## src/rtl/temp_duty_ctrl.sv

```systemverilog
// rtl/temp_duty_ctrl.sv - proportional heater duty controller feeding the PWM generator
// Loads new on-times only at the PWM period boundary; latches over-temperature and timeout faults.
module temp_duty_ctrl #(
   parameter int            TW         = 12,
   parameter int            PERIOD     = 100000,
   parameter logic [15:0]   KP         = 16'd40,
   parameter int            MIN_ON     = 500,
   parameter logic [TW-1:0] T_MAX      = 12'd1600,
   parameter int            TIMEOUT_MS = 250
) (
   input  logic          clk,
   input  logic          rst_n,
   input  logic          ctrl_en,
   input  logic          fault_clr,
   input  logic [TW-1:0] setpoint,
   input  logic          temp_valid,
   input  logic [TW-1:0] temp_data,
   output logic          temp_ready,
   input  logic [31:0]   cnt_val,
   input  logic [31:0]   milli_cnt,
   output logic          pwm_en,
   output logic [31:0]   pwm_ton,
   output logic [31:0]   pwm_tp,
   output logic          fault,
   output logic [1:0]    fault_code
);

   localparam int CW = $clog2(TIMEOUT_MS + 1);

   typedef enum logic [2:0] {IDLE, RUN, CALC1, CALC2, PEND, FAULT} state_t;

   state_t           state, state_nxt;
   logic [TW-1:0]    sample_q;
   logic signed [TW:0] err_q;
   logic [31:0]      ton_next_q;
   logic [31:0]      ton_calc;
   logic [31:0]      prod;
   logic [31:0]      milli_q;
   logic [CW-1:0]    tick_cnt;
   logic [1:0]       code_q, code_nxt;
   logic             xfer, tick, active, over_temp, timed_out;
   logic             load_ton, clr_ton;

   assign xfer       = temp_valid & temp_ready;
   assign tick       = (milli_cnt != milli_q);
   assign active     = (state == RUN) || (state == CALC1) || (state == CALC2) || (state == PEND);
   assign over_temp  = (state == RUN) && xfer && (temp_data >= T_MAX);
   assign timed_out  = active && (tick_cnt == CW'(TIMEOUT_MS));

   assign temp_ready = !((state == CALC1) || (state == CALC2) || (state == PEND));
   assign pwm_en     = active;
   assign pwm_tp     = 32'(PERIOD);
   assign fault      = (state == FAULT);
   assign fault_code = code_q;

   always_comb begin
      state_nxt = state;
      code_nxt  = code_q;
      load_ton  = 1'b0;
      clr_ton   = 1'b0;
      if (over_temp) begin
         state_nxt = FAULT;
         code_nxt  = 2'b01;
         clr_ton   = 1'b1;
      end else if (timed_out) begin
         state_nxt = FAULT;
         code_nxt  = 2'b10;
         clr_ton   = 1'b1;
      end else if (!ctrl_en && (state != FAULT)) begin
         state_nxt = IDLE;
         clr_ton   = 1'b1;
      end else begin
         case (state)
            IDLE:    if (ctrl_en) state_nxt = RUN;
            RUN:     if (xfer) state_nxt = CALC1;
            CALC1:   state_nxt = CALC2;
            CALC2:   state_nxt = PEND;
            PEND: begin
               if (cnt_val == 32'(PERIOD)) begin
                  load_ton  = 1'b1;
                  state_nxt = RUN;
               end
            end
            FAULT: begin
               if (fault_clr) begin
                  state_nxt = IDLE;
                  code_nxt  = 2'b00;
               end
            end
            default: state_nxt = IDLE;
         endcase
      end
   end

   // Positive error only; the magnitude fits TW bits when the sign bit is clear.
   always_comb begin
      prod     = 32'(err_q[TW-1:0]) * 32'(KP);
      ton_calc = '0;
      if (!err_q[TW] && (err_q != '0)) begin
         ton_calc = (prod > 32'(PERIOD)) ? 32'(PERIOD) : prod;
         if (ton_calc < 32'(MIN_ON)) ton_calc = '0;
      end
   end

   always_ff @(posedge clk or negedge rst_n) begin
      if (!rst_n) begin
         state      <= IDLE;
         sample_q   <= '0;
         err_q      <= '0;
         ton_next_q <= '0;
         pwm_ton    <= '0;
         code_q     <= '0;
         milli_q    <= '0;
         tick_cnt   <= '0;
      end else begin
         state   <= state_nxt;
         code_q  <= code_nxt;
         milli_q <= milli_cnt;
         if (xfer) sample_q <= temp_data;
         if (state == CALC1) err_q <= $signed({1'b0, setpoint}) - $signed({1'b0, sample_q});
         if (state == CALC2) ton_next_q <= ton_calc;
         if (clr_ton) pwm_ton <= '0;
         else if (load_ton) pwm_ton <= ton_next_q;
         if (xfer || ((state == IDLE) && (state_nxt == RUN))) tick_cnt <= '0;
         else if (active && tick && !timed_out) tick_cnt <= tick_cnt + CW'(1);
      end
   end

endmodule

```

## config.mk

```make
export PLATFORM = sky130hd
export DESIGN_NAME = temp_duty_ctrl
export DESIGN_NICKNAME = d
export VERILOG_FILES = /design/src/rtl/temp_duty_ctrl.sv
export SDC_FILE = /design/constraint.sdc
export NUM_CORES = 1
export LEC_CHECK = 0
export CAP_MARGIN = 20
export CORE_ASPECT_RATIO = 1.5
export CORE_MARGIN = 1
export CORE_UTILIZATION = 61
export CTS_BUF_LIST = sky130_fd_sc_hd__clkbuf_16
export CTS_CLUSTER_DIAMETER = 30
export DETAILED_ROUTE_END_ITERATION = 16
export DONT_BUFFER_PORTS = 1
export PLACE_DENSITY = 0.86
export RECOVER_POWER = 50
export SLEW_MARGIN = 0
export SYNTH_ARGS = -nofsm -noshare
export SYNTH_HDL_FRONTEND = slang
export SYNTH_SLANG_ARGS = --single-unit
export TNS_END_PERCENT = 50
```

## constraint.sdc

```tcl
create_clock -name clk -period 4 [get_ports clk]
set_clock_uncertainty 0.15 [all_clocks]
set_input_delay 0.2 -clock clk [delete_from_list [all_inputs] [get_ports clk]]
set_output_delay 0.2 -clock clk [all_outputs]
set_load 0.05 [all_outputs]
```

# Yosys cells after proc, flatten, opt, wreduce, memory -nomap -nowiden
# Cells that the tools add are included.
# Widths: inputs -> output; s select.
[totals]
register_bits = 134
in_bits = 93
output_inout_bits = 69
word_cells = 79
[op_classes]
addsub = 2
n_mul = 1
magnitude_cmp = 3
eq_ne = 11
muxes = 28
bitwise = 1
n_reduce_logical = 25
[op_table]
columns = ["cell", "count"]
rows = [
  ["$mux 32", 2],
  ["$mux 18", 3],
  ["$eq 32x17->1 const B", 1],
  ["$ne 32x32->1", 1],
  ["$mux 3", 7],
  ["$gt 18x17->1 const B", 1],
  ["$lt 18x9->1 const B", 1],
  ["$pmux 3 s6", 1],
  ["$mux 8", 2],
  ["$mul 12x3->15 const B", 1],
  ["$reduce_bool 13->1", 1],
  ["$sub 12x12->13", 1],
  ["$ge 12x11->1 const B", 1],
  ["$mux 2", 5],
  ["$add 8x1->8 const B", 1],
  ["$eq 8x8->1 const B", 1],
  ["$logic_and 1x1->1", 8],
  ["$mux 1", 8],
  ["$eq 3x1->1 const B", 2],
  ["$eq 3x2->1 const B", 2],
  ["$eq 3x3->1 const B", 2],
  ["$logic_or 1x1->1", 6],
  ["$ne 3x3->1 const B", 2],
  ["$reduce_bool 3->1", 2],
  ["5 further kinds", 9],
]

# Longest topological paths before layout
[logic_depth]
depth_word = 14
ltp_mapped = 11
depth_no_buf = 11

# Worst setup path before layout
# OpenSTA, ideal clock, no wires.
[synth_path]
path_kind = "register to register"
from = "register err_q[1]"
to = "register ton_next_q[3]"
setup_ps = 121
t_arrival_ps = 2710
path_slack_ps = 1019
stages_incl_launch_ff = 12
synth_period_minus_slack_ps = 2981
path_cell_list = "dfrtp_1 ha_1 ha_1 inv_1 fa_1 nand2b_1 a21o_1 a21o_1 a211oi_2 nand3_1 or2_4 a32o_2"
[synth_between]
elab_chain_len = 6
elab_cells_between_ends = 8
classes_between = "mul (1); order compare (2); mux (3); reduce/logical (2)"
[synth_lines]
columns = ["element", "line_no", "rtl"]
rows = [
  ["from (decl)", "34", "logic signed [TW:0] err_q;"],
  ["from (signal assigned)", "120", "if (state == CALC1) err_q <= $signed({1'b0, setpoint}) - $signed({1'b0, sample_q});"],
  ["$mul 12x3->15", "97", "prod = 32'(err_q[TW-1:0]) * 32'(KP);"],
  ["$gt 18x17->1", "100", "ton_calc = (prod > 32'(PERIOD)) ? 32'(PERIOD) : prod;"],
  ["$mux 18", "100", ""],
  ["$lt 18x9->1", "101", "if (ton_calc < 32'(MIN_ON)) ton_calc = '0;"],
  ["$mux 18", "101", ""],
  ["$mux 18 (*)", "99", "if (!err_q[TW] && (err_q != '0)) begin"],
  ["to (signal assigned)", "121", "if (state == CALC2) ton_next_q <= ton_calc;"],
  ["to (decl)", "35", "logic [31:0] ton_next_q;"],
]
# Mark *: on every way between the ends. The rest lies on a longest branch, timed or not.
# A chain may end at the register's enable or synchronous reset.

# Worst setup path in the final report
[layout_path]
from = "register err_q[1]"
to = "register ton_next_q[8]"
# The elaborated chain is that of the path after synthesis.

==> out/summary.json <==
{
  "run_status": {"value": "complete, but fails checks"},
  "failed_checks": {"value": "capacitance limit, slew limit"},
  "drv_slew": {"value": 101},
  "grt-ovfl-total": {"value": 0},
  "synth_most_common_cell": {"value": "dfrtp_1"},
  "numCtsBuffers": {"value": 9},
  "tritoncts": {"value": "yes"},
  "drt_iter0_markers": {"value": 197},
  "crit_path_max_fanout": {"value": 6},
  "post_synth_xor_area_fraction": {"value": 7.56, "unit": "%"},
  "worst_ep_arrival_time": {"value": 3.34, "unit": "ns"},
  "hold_path_stages": {"value": 2},
  "hold_viol_final": {"value": 0},
  "starting_density_of_the_core": {"value": 63.3, "unit": "%"},
  "timing.rr.start": {"value": "err_q[1]"},
  "post_synth_mux_area_share": {"value": 5.90, "unit": "%"},
  "timing.slew.headroom": {"value": -60.6, "unit": "%"},
  "power.static_leakage": {"value": 2.96, "unit": "nW"},
  "postCtsResizedCells": {"value": 0},
  "cts_setup_buffers": {"value": 0},
  "min_period": {"value": 3.26, "unit": "ns"},
  "synth.top_cells.by_count": {"value": "dfrtp_1, buf_4, nor2_1"},
  "ir_worst_vdd": {"value": 0.514, "unit": "mV"},
  "synth_enable_flop_cells": {"value": 0},
  "syn_area": {"value": 5890, "unit": "µm²"},
  "crit_slowest_cell": {"value": "a311oi_2"},
  "r2r_setup_slack": {"value": 0.74, "unit": "ns"},
  "pin_count": {"value": 162},
  "power_per_cell_area": {"value": 795, "unit": "nW/µm²"},
  "syn_inst": {"value": 567},
  "synth.ff_latch_count": {"value": 100},
  "ys.flop_type": {"value": "dfrtp_1"},
  "min_delay_worst_endpoint": {"value": "err_q[12]"},
  "synthDominantAreaCellType": {"value": "dfrtp_1"},
  "finalCoreUtilization": {"value": 71.5, "unit": "%"},
  "h-tree-depth": {"value": 3},
  "cts_buffer_depth": {"value": 2},
  "count_of_unique_library_cells_instantiated_by_yosys": {"value": 71},
  "ys_async_sr_fraction": {"value": 100, "unit": "%"},
  "placeable_area": {"value": 9310, "unit": "µm²"},
  "clock_pin_transition_on_the_worst_setup_and_hold_timing_paths": {"value": 0.07, "unit": "ns"},
  "drv_cap": {"value": 1},
  "clockRootBuffer": {"value": "clkbuf_16"},
  "worstSkewPairLatency": {"value": 0.35, "unit": "ns"},
  "area.growth.synth_to_final": {"value": 12.9, "unit": "%"},
  "reg2reg_to": {"value": "ton_next_q[8]"},
  "synth_area_per_cell": {"value": 10.4, "unit": "µm²"},
  "n_antenna_cell": {"value": 0},
  "leading_cell_types_by_total_area_after_synthesis": {"value": "dfrtp_1, ha_1, buf_4"},
  "ant_nets": {"value": 0},
  "cp_top_family": {"value": "compound AO/OA/AOI/OAI gates"},
  "core.rowCount": {"value": 43},
  "yosys_warnings": {"value": 0},
  "hp-class": {"value": "in -> reg"},
  "critPathRequiredTime": {"value": 4.08, "unit": "ns"},
  "drive_gt1_share": {"value": 8.83, "unit": "%"},
  "ratio_of_routed_vias_to_standard_cells": {"value": 5.95},
  "grt_antenna_before_repair": {"value": 0},
  "final.setup.tns": {"value": 0, "unit": "ns"},
  "tritoncts_num_sinks": {"value": 100},
  "global_route.usage.total": {"value": 29.5, "unit": "%"},
  "tightest_slew": {"value": 2.41, "unit": "ns"},
  "crit_path_end_kind": {"value": "flip-flop"},
  "routedWlPerCell": {"value": 19.0, "unit": "µm"},
  "largest_family_of_logic_cells_by_synthesized_area": {"value": "compound AO/OA/AOI/OAI gates"},
  "grt_pass1_vias": {"value": 4524},
  "synth_simple_gate_area_share": {"value": 13.4, "unit": "%"},
  "buffer_ports.inserted": {"value": 0},
  "setup_viol": {"value": 0},
  "first_pass_iters": {"value": 5},
  "r2r_cells": {"value": 11},
  "fin_total_pwr": {"value": 0.00529, "unit": "W"},
  "global_placement_routability_congestion": {"value": 0.895},
  "cp_common_cell": {"value": "ha_1"},
  "min_period_over_period": {"value": 81.6, "unit": "%"},
  "grt_start_max_net_pins": {"value": 101},
  "hpwl": {"value": 9000, "unit": "µm"},
  "dr_total_vias": {"value": 4374},
  "path_buf_inv": {"value": 1},
  "grt_setup_unrepaired": {"value": "false"},
  "crit_path_max_incr_delay": {"value": 0.46, "unit": "ns"},
  "finalNetCount": {"value": 747},
  "postCtsHoldBufs": {"value": 52},
  "synth_compound_area_share": {"value": 14.0, "unit": "%"},
  "wl": {"value": 13900, "unit": "µm"},
  "max_clock_freq": {"value": 0.307, "unit": "GHz"},
  "timing.critical_path.cells": {"value": "ha_1, ha_1, inv_1, fa_1, nand2b_1, a21oi_1, xor2_1, a32oi_1, a311oi_2, nor3_4, a32o_2"},
  "grt_first_pass_wirelength": {"value": 21600, "unit": "µm"},
  "path_class": {"value": "reg -> reg"},
  "synth_seq_area_share": {"value": 42.5, "unit": "%"},
  "setup.worst_path.start_class": {"value": "flip-flop"},
  "synth_largest_type_area_fraction": {"value": 42.5, "unit": "%"},
  "die_boundary_height": {"value": 122, "unit": "µm"},
  "dieArea": {"value": 10100, "unit": "µm²"},
  "floorplan.die.width": {"value": 82.2, "unit": "µm"},
  "min-delay-start": {"value": "setpoint[10]"},
  "synth_adder_area_share": {"value": 7.90, "unit": "%"},
  "post-route-drc-count": {"value": 0}
}
per-layer routing:
metal,track usage [%],vias up,wire length [µm]
met1,31.0,2138,4950
li1,-,2035,-
met5,0,-,0
met2,54.5,162,7810
met3,5.58,39,641
met4,14.5,0,544
cell usage in the layout, fill, tap and decap left out, types with 4 or more instances in the layout:
cell / n
dfrtp_1: 100
nand2_1: 30
mux2i_1: 19
nor3_1: 10
xnor2_1: 38
mux2_2: 14
clkbuf_16: 9
a21o_1: 11
a21oi_1: 20
nand3_1: 9
nand2b_1: 5
xor2_1: 11
or3_1: 6
nor4_1: 10
o21ai_0: 24
a32o_2: 4
dlygate4sd3_1: 51
nand4_1: 14
and3_1: 4
conb_1: 49
o21a_1: 6
o21ai_1: 4
inv_1: 21
ha_1: 34
a211oi_1: 10
nor2_1: 41
flip-flops by register name, summed over array words and instances (netlist names):
| register | flops |
|---|---|
| ton_next_q | 15 |
| tick_cnt | 8 |
| fault_code | 2 |
| milli_q | 32 |
| err_q | 13 |
| sample_q | 12 |
| state | 3 |
| pwm_ton | 15 |
worst max path at each step:
stage | startpoint | endpoint | slack, ns | cells after the start
after detailed placement | err_q[1] | ton_next_q[8] | 0.78 | 11
after floorplan | err_q[1] | ton_next_q[3] | 1.02 | 11
after global placement | err_q[1] | ton_next_q[6] | 0.87 | 11
after CTS | err_q[1] | ton_next_q[8] | 0.77 | 11
after global routing | err_q[1] | ton_next_q[6] | 0.57 | 11
final | err_q[1] | ton_next_q[8] | 0.74 | 11
final cells by class:
class                           instances  area (µm²)
Multi-Input combinational cell        431        3050
Fill cell                             628        2660
Sequential cell                       100        2500
Timing Repair Buffer                   54         531
Clock buffer                            9         225
Tap cell                              112         140
Clock inverter                          7         120
Inverter                               22        82.6
kinds of logic after synthesis:
| group | count (synthesis) |
|---|---|
| adders and majority gates | 36 |
| buffers and inverters | 83 |
| other | 2 |
| and+or+nand+nor | 149 |
| DFF | 100 |
| xor gates and xnor gates | 50 |
| AOI/OAI and AO/OA | 114 |
| muxes | 33 |
power breakdown:
group	total [W]	leakage, nW	internal, W	switching (W)
logic	0.00282	1.54	0.00112	0.00171
clock network	0.00102	0.168	0.000616	0.000399
registers	0.00145	1.26	0.00121	0.000240
total	0.00529	2.96	0.00295	0.00234
through the flow:
step                      area (µm²)  setup slack (ns)  hold WS (ns)  cells
after CTS                       6680             0.767        0.0268    735
after floorplan                 6070              1.02        -0.246    614
after global routing            6650             0.574        0.0727    735
after detailed placement        5790             0.785        -0.243    667
after global placement          5790             0.873        -0.242    667
final                           6650             0.737        0.0291    735
(Power assumes the default switching activity.)
